`src/rtl/imem_arbiter.sv`:
```
// Instruction-memory arbiter: fetch-priority, loader starvation guard and loader burst ownership.
// Latency: grant is combinational, response valid one cycle later; backpressure: the loser is held via o_Stall / no o_LdGnt.
module imem_arbiter #(
    parameter int ADDR_W     = 32,
    parameter int MEM_AW     = 6,
    parameter int STARVE_MAX = 4
) (
    input  logic              i_Clk,
    input  logic              i_Rst_n,
    input  logic              i_FetchReq,
    input  logic [ADDR_W-1:0] i_FetchAddr,
    output logic              o_FetchGnt,
    output logic              o_FetchValid,
    output logic [31:0]       o_FetchInstr,
    output logic              o_FetchMisalign,
    output logic              o_Stall,
    input  logic              i_LdReq,
    input  logic              i_LdWe,
    input  logic              i_LdHold,
    input  logic [ADDR_W-1:0] i_LdAddr,
    input  logic [31:0]       i_LdWData,
    output logic              o_LdGnt,
    output logic              o_LdValid,
    output logic [31:0]       o_LdRData,
    output logic              o_MemEn,
    output logic              o_MemWe,
    output logic [MEM_AW-1:0] o_MemAddr,
    output logic [31:0]       o_MemWData,
    input  logic [31:0]       i_MemRData
);

    typedef enum logic {S_FETCH, S_LOAD} state_t;

    localparam logic [3:0] STARVE_LIM = 4'(STARVE_MAX);

    state_t      state, state_nxt;
    logic [3:0]  starve_cnt, starve_nxt;
    logic        burst;
    logic        fetch_gnt, ld_gnt;
    logic        fetch_pend, ld_pend, fetch_mis_q;
    logic [31:0] fetch_instr_q, ld_rdata_q;

    // Only the word index within the memory is decoded; the rest wraps.
    logic unused_addr_bits;
    assign unused_addr_bits = ^{i_FetchAddr[ADDR_W-1:MEM_AW+2], i_LdAddr[ADDR_W-1:MEM_AW+2], i_LdAddr[1:0]};

    always_comb begin
        fetch_gnt  = 1'b0;
        ld_gnt     = 1'b0;
        starve_nxt = 4'd0;
        // Dropping hold releases the burst in the same cycle, before arbitration.
        burst      = (state == S_LOAD) && i_LdHold;
        if (i_Rst_n) begin
            if (burst) begin
                ld_gnt    = i_LdReq;
                fetch_gnt = i_FetchReq && !i_LdReq;
            end else begin
                fetch_gnt = i_FetchReq && (starve_cnt < STARVE_LIM);
                ld_gnt    = i_LdReq && !fetch_gnt;
            end
        end
        state_nxt = (burst || (ld_gnt && i_LdHold)) ? S_LOAD : S_FETCH;
        if (i_LdReq && !ld_gnt) begin
            starve_nxt = (starve_cnt < STARVE_LIM) ? starve_cnt + 4'd1 : starve_cnt;
        end
    end

    always_ff @(posedge i_Clk or negedge i_Rst_n) begin
        if (!i_Rst_n) begin
            state         <= S_FETCH;
            starve_cnt    <= 4'd0;
            fetch_pend    <= 1'b0;
            ld_pend       <= 1'b0;
            fetch_mis_q   <= 1'b0;
            fetch_instr_q <= 32'd0;
            ld_rdata_q    <= 32'd0;
        end else begin
            state       <= state_nxt;
            starve_cnt  <= starve_nxt;
            fetch_pend  <= fetch_gnt;
            ld_pend     <= ld_gnt && !i_LdWe;
            fetch_mis_q <= fetch_gnt && (i_FetchAddr[1:0] != 2'b00);
            if (fetch_pend) fetch_instr_q <= i_MemRData;
            if (ld_pend)    ld_rdata_q    <= i_MemRData;
        end
    end

    always_comb begin
        o_MemAddr  = '0;
        o_MemWData = 32'd0;
        if (ld_gnt) begin
            o_MemAddr  = i_LdAddr[MEM_AW+1:2];
            o_MemWData = i_LdWData;
        end else if (fetch_gnt) begin
            o_MemAddr  = i_FetchAddr[MEM_AW+1:2];
        end
    end

    assign o_FetchGnt      = fetch_gnt;
    assign o_LdGnt         = ld_gnt;
    assign o_MemEn         = fetch_gnt || ld_gnt;
    assign o_MemWe         = ld_gnt && i_LdWe;
    assign o_Stall         = i_Rst_n && i_FetchReq && !fetch_gnt;
    assign o_FetchValid    = fetch_pend;
    assign o_LdValid       = ld_pend;
    assign o_FetchMisalign = fetch_mis_q;
    // The macro's read port is already a register, so data passes through in the response cycle and is held afterwards.
    assign o_FetchInstr    = fetch_pend ? i_MemRData : fetch_instr_q;
    assign o_LdRData       = ld_pend    ? i_MemRData : ld_rdata_q;

endmodule

```
`config.mk`:
```
export PLATFORM = sky130hd
export DESIGN_NAME = imem_arbiter
export DESIGN_NICKNAME = d
export VERILOG_FILES = /design/src/rtl/imem_arbiter.sv
export SDC_FILE = /design/constraint.sdc
export NUM_CORES = 1
export LEC_CHECK = 0
export CORE_UTILIZATION = 34
export CTS_BUF_LIST = sky130_fd_sc_hd__clkbuf_4 sky130_fd_sc_hd__clkbuf_8
export DETAILED_ROUTE_END_ITERATION = 10
export MAX_ROUTING_LAYER = met4
export PLACE_DENSITY = 0.82
export SLEW_MARGIN = 40
export SYNTH_ARGS = -nofsm -noshare
export SYNTH_HDL_FRONTEND = slang
export SYNTH_SLANG_ARGS = --single-unit
```
`constraint.sdc`:
```
create_clock -name i_Clk -period 2.1 [get_ports i_Clk]
set_clock_uncertainty 0.15 [all_clocks]
set_input_delay 0.42 -clock i_Clk [delete_from_list [all_inputs] [get_ports i_Clk]]
set_output_delay 0.42 -clock i_Clk [all_outputs]
set_load 0.01 [all_outputs]
```
==> metrics.md <==
| Metric | Value |
|---|---|
| Avg Synthesized Cell Area | `around 13 µm²` |
| Clock Sinks | `a little over 70` |
| Number of standard cells in the layout, taps in and fillers out | `slightly below 600` |
| Fin nets | `between 600 and 700` |
| Flop and latch count out of synthesis | `slightly above 70` |
| Initial standard-cell utilization of the core | `between 30% and 40%` |
| Buffers from clock root to sink, at most | `2` |
| Maximum number of pins on one net before global-route repair | `70` |
| Worst setup path startpoint | `starve_cnt[2]` |
| Root buffer cell | `clkbuf_8` |
| Internal reg-to-reg setup slack | `between 400 and 500 ps` |
| Flip-flop and latch area | `1800 µm²` |
| DRC violations left | `10` |
| EDFF count, synth | `0` |
| Max stage delay on crit path | `between 400 and 500 ps` |
| CP max-delay cell | `dfrtp_1` |
| Total nets after synthesis | `374` |
| Final routed wirelength across all metal layers | `between 10 and 15 mm` |
| Share of synthesized area occupied by flip-flops and latches | `a little under three fifths` |
| Number of max-slew violations in the final report | `0` |
| Path type of the worst setup path | `register to output port` |
| Area enclosed by the die boundary | `just under 10,000 µm²` |
| RSZ-0062 raised after global routing | `yes` |
| Post-synth top cells | `72 x dfrtp_1, 60 x mux2_2, 34 x and2_1, 14 x nand2_1, 13 x a21oi_1` |
| Dominant cells by area after synthesis | `dfrtp_1 57%, mux2_2 22%, and2_1 6.8%, a21oi_1 2.1%, o21a_1 1.9%` |
| Horizontal die dimension | `98.0 µm` |
| # diodes | `0` |
| TritonCTS Buffers | `9` |
| Clock latency on the worst-skew pair | `330 ps` |
| Port-buffer cells | `193` |
| Area share of the leading cell type in the synthesized netlist | `roughly 57%` |
| Number of filler instances in the final layout | `620` |
| Die Span Y | `about 100 µm` |
| Path depth of the worst reg2reg path | `6` |
| Setup crit end kind | `output port` |
| H-tree depth | `3` |
| Final Hold Violating Endpoints | `0` |
| Total leakage power | `between 2 and 3 nW` |
| Max-cap violation count | `0` |
| Violations in the final reports | `design-rule violations, negative setup slack` |
| Via count of the routed design | `~2,800` |
| Worst hold margin | `approximately 270 ps` |
| Post-Syn Instances | `239` |
| Biggest fanout along the worst timing path | `8` |
| Pwr Density | `around 800 nW/µm²` |
| Area occupied by multi-input gates | `1530 µm²` |
| Setup violation total in the final timing report | `between 40 and 50` |
| Post-placement cell count | `between 500 and 600` |
| Synth-to-Final Area Change | `96.6%` |
| Antenna-violating nets left | `0` |
| Clock transition at path regs | `approximately 70 ps` |
| Netlist Area Pre-Place | `3140 µm²` |
| Outcome | `complete, but fails checks` |
| Placed Area | `5340 µm²` |
| Number of placement rows | `34` |
| Via count of the first global-routing pass | `between 3,000 and 4,000` |
| Async SR Flop Fraction | `100%` |
| Worst max-slew margin expressed relative to the limit | `about 58%` |
| Clock period minus worst slack | `between 2000 and 2500 ps` |
| GRT overflow | `0` |
| Global-route wire length before repair | `between 15 and 20 mm` |
| Fraction of layout instances using a drive strength above 1 | `53.4%` |
| Critical path arrival | `1650 ps` |
| CP Data Required Time | `~1500 ps` |
| CTS tree | `built` |
| Average wire per standard cell | `approximately 18 µm` |
| Synth warnings | `0` |
| Initial DRC count | `39` |
| Aggregate negative setup slack | `-4330 ps` |
| Count of distinct cell types in the synthesized netlist | `23` |
| Most frequent cell after synthesis | `dfrtp_1` |
| Antenna violations before repair | `0` |
| Placer's final routability congestion estimate | `0.936` |
| Area inside the core boundary | `8810 µm²` |
| Leading area contributor after synthesis | `dfrtp_1` |
| HPWL after detailed placement | `just over 7 mm` |
| Type of origin of the critical path | `register` |
| First-pass iteration count of the detailed router | `7` |
| Ys flop type | `dfrtp_1` |
| Upper clock frequency limit | `roughly 450 MHz` |
| Cell breakdown of the critical path | `a211oi_4 > buf_6 > a21oi_1 > o21a_1 > buf_2` |
| Transition at the pin with the smallest max-transition slack | `around 630 ps` |
| Gr usage total | `a little under a quarter` |
| Setup ws final | `-124 ps` |
| Hold Path Class | `input pin to async pin` |
| Number of top-level pins | `approximately 240` |
| Final standard cell area without fillers | `about 6000 µm²` |
| Maximum resistive drop on vdd | `~390 µV` |
| Final worst path period share | `106%` |
| Worst flop-to-flop path startpoint | `starve_cnt[2]` |
| Vias per std cell | `roughly 4.8` |
| Worst r2r dst | `state` |
cells by family after synthesis:
logic type	Yosys count	synth area share (%)
AO/OA/AOI/OAI	28	6.23
XOR/XNOR	1	0.279
adder cells (fa/ha/maj)	1	0.399
buffers and inverters	16	2.19
flip-flops	72	57.5
multiplexers	65	23.3
AND/OR/NAND/NOR	56	10.1
worst max-delay path by stage:
stage	end	depth (start not counted)
floorplan	o_MemWData[23]	4
global placement	o_FetchGnt	6
detailed placement	o_FetchGnt	6
CTS	o_MemWData[19]	6
global route	o_MemAddr[1]	5
finish	o_MemAddr[4]	5
worst max-delay path: cells and delay by family, from the launching register on:
| family | cells | cell delay, ps |
|---|---|---|
| DFF | 1 | 430 |
| buffers and inverters | 2 | 310 |
| AOI/OAI and AO/OA | 3 | 570 |
per-layer routing:
layer  vias up  global-route usage (%)  share of wire (%)
met5         -                       -                  0
li1       1290                       -                  -
met3        21                    4.15                6.6
met1      1382                    24.9                 38
met2       134                    40.5                 52
met4         0                    10.3                2.8
final cells by class:
cell class / instances / area share, %
multi-input cells: 151 / 24.8
flip-flops and latches: 72 / 29.3
clock inverters: 5 / 2.09
clock buffers: 11 / 2.25
inverters: 1 / 0.0609
repair buffers: 241 / 39.4
well taps: 108 / 2.19
cells in the final DEF (no fill, tap or decap), types with 6 or more instances in the layout:
cell type        count
a21oi_1             10
and2_1              19
and2_4              15
buf_12               6
buf_2               33
buf_4               22
buf_6               84
buf_8                7
clkbuf_8             9
clkdlybuf4s50_1     80
dfrtp_1             70
mux2_2               9
mux2_4              55
nand2_1             14
o21a_1               8
power breakdown:
group	internal, mW	switching (mW)	total (mW)
Combinational	1.09	0.662	1.75
Sequential	1.65	0.0839	1.73
Clock	0.939	0.513	1.45
sequential cells by signal, indices dropped and copies added (netlist names):
| register | flops |
|---|---|
| o_FetchMisalign | 1 |
| fetch_instr_q | 32 |
| ld_rdata_q | 32 |
| state | 1 |
| o_LdValid | 1 |
| o_FetchValid | 1 |
| starve_cnt | 4 |
through the flow:
step | util [%] | setup slack, ps | power [mW]
6_report | 70.0 | -124 | 4.93
5_1_grt | 70.0 | -200 | 5.15
4_1_cts | 67.1 | -209 | 4.73
3_5_place_dp | 60.6 | -747 | 3.20
3_3_place_gp | 60.6 | -691 | 3.15
2_1_floorplan | - | 248 | 2.29
repair_timing:
item	4_1_cts	5_1_grt
gates cloned	5	0
hold endpoints to repair	3	0
setup buffers	26	6
pin swaps	7	4
resized for setup	532	91
hold buffers	1	0
endpoints found under the setup margin	109	100
No activity file was read; power rests on OpenSTA's default activity.
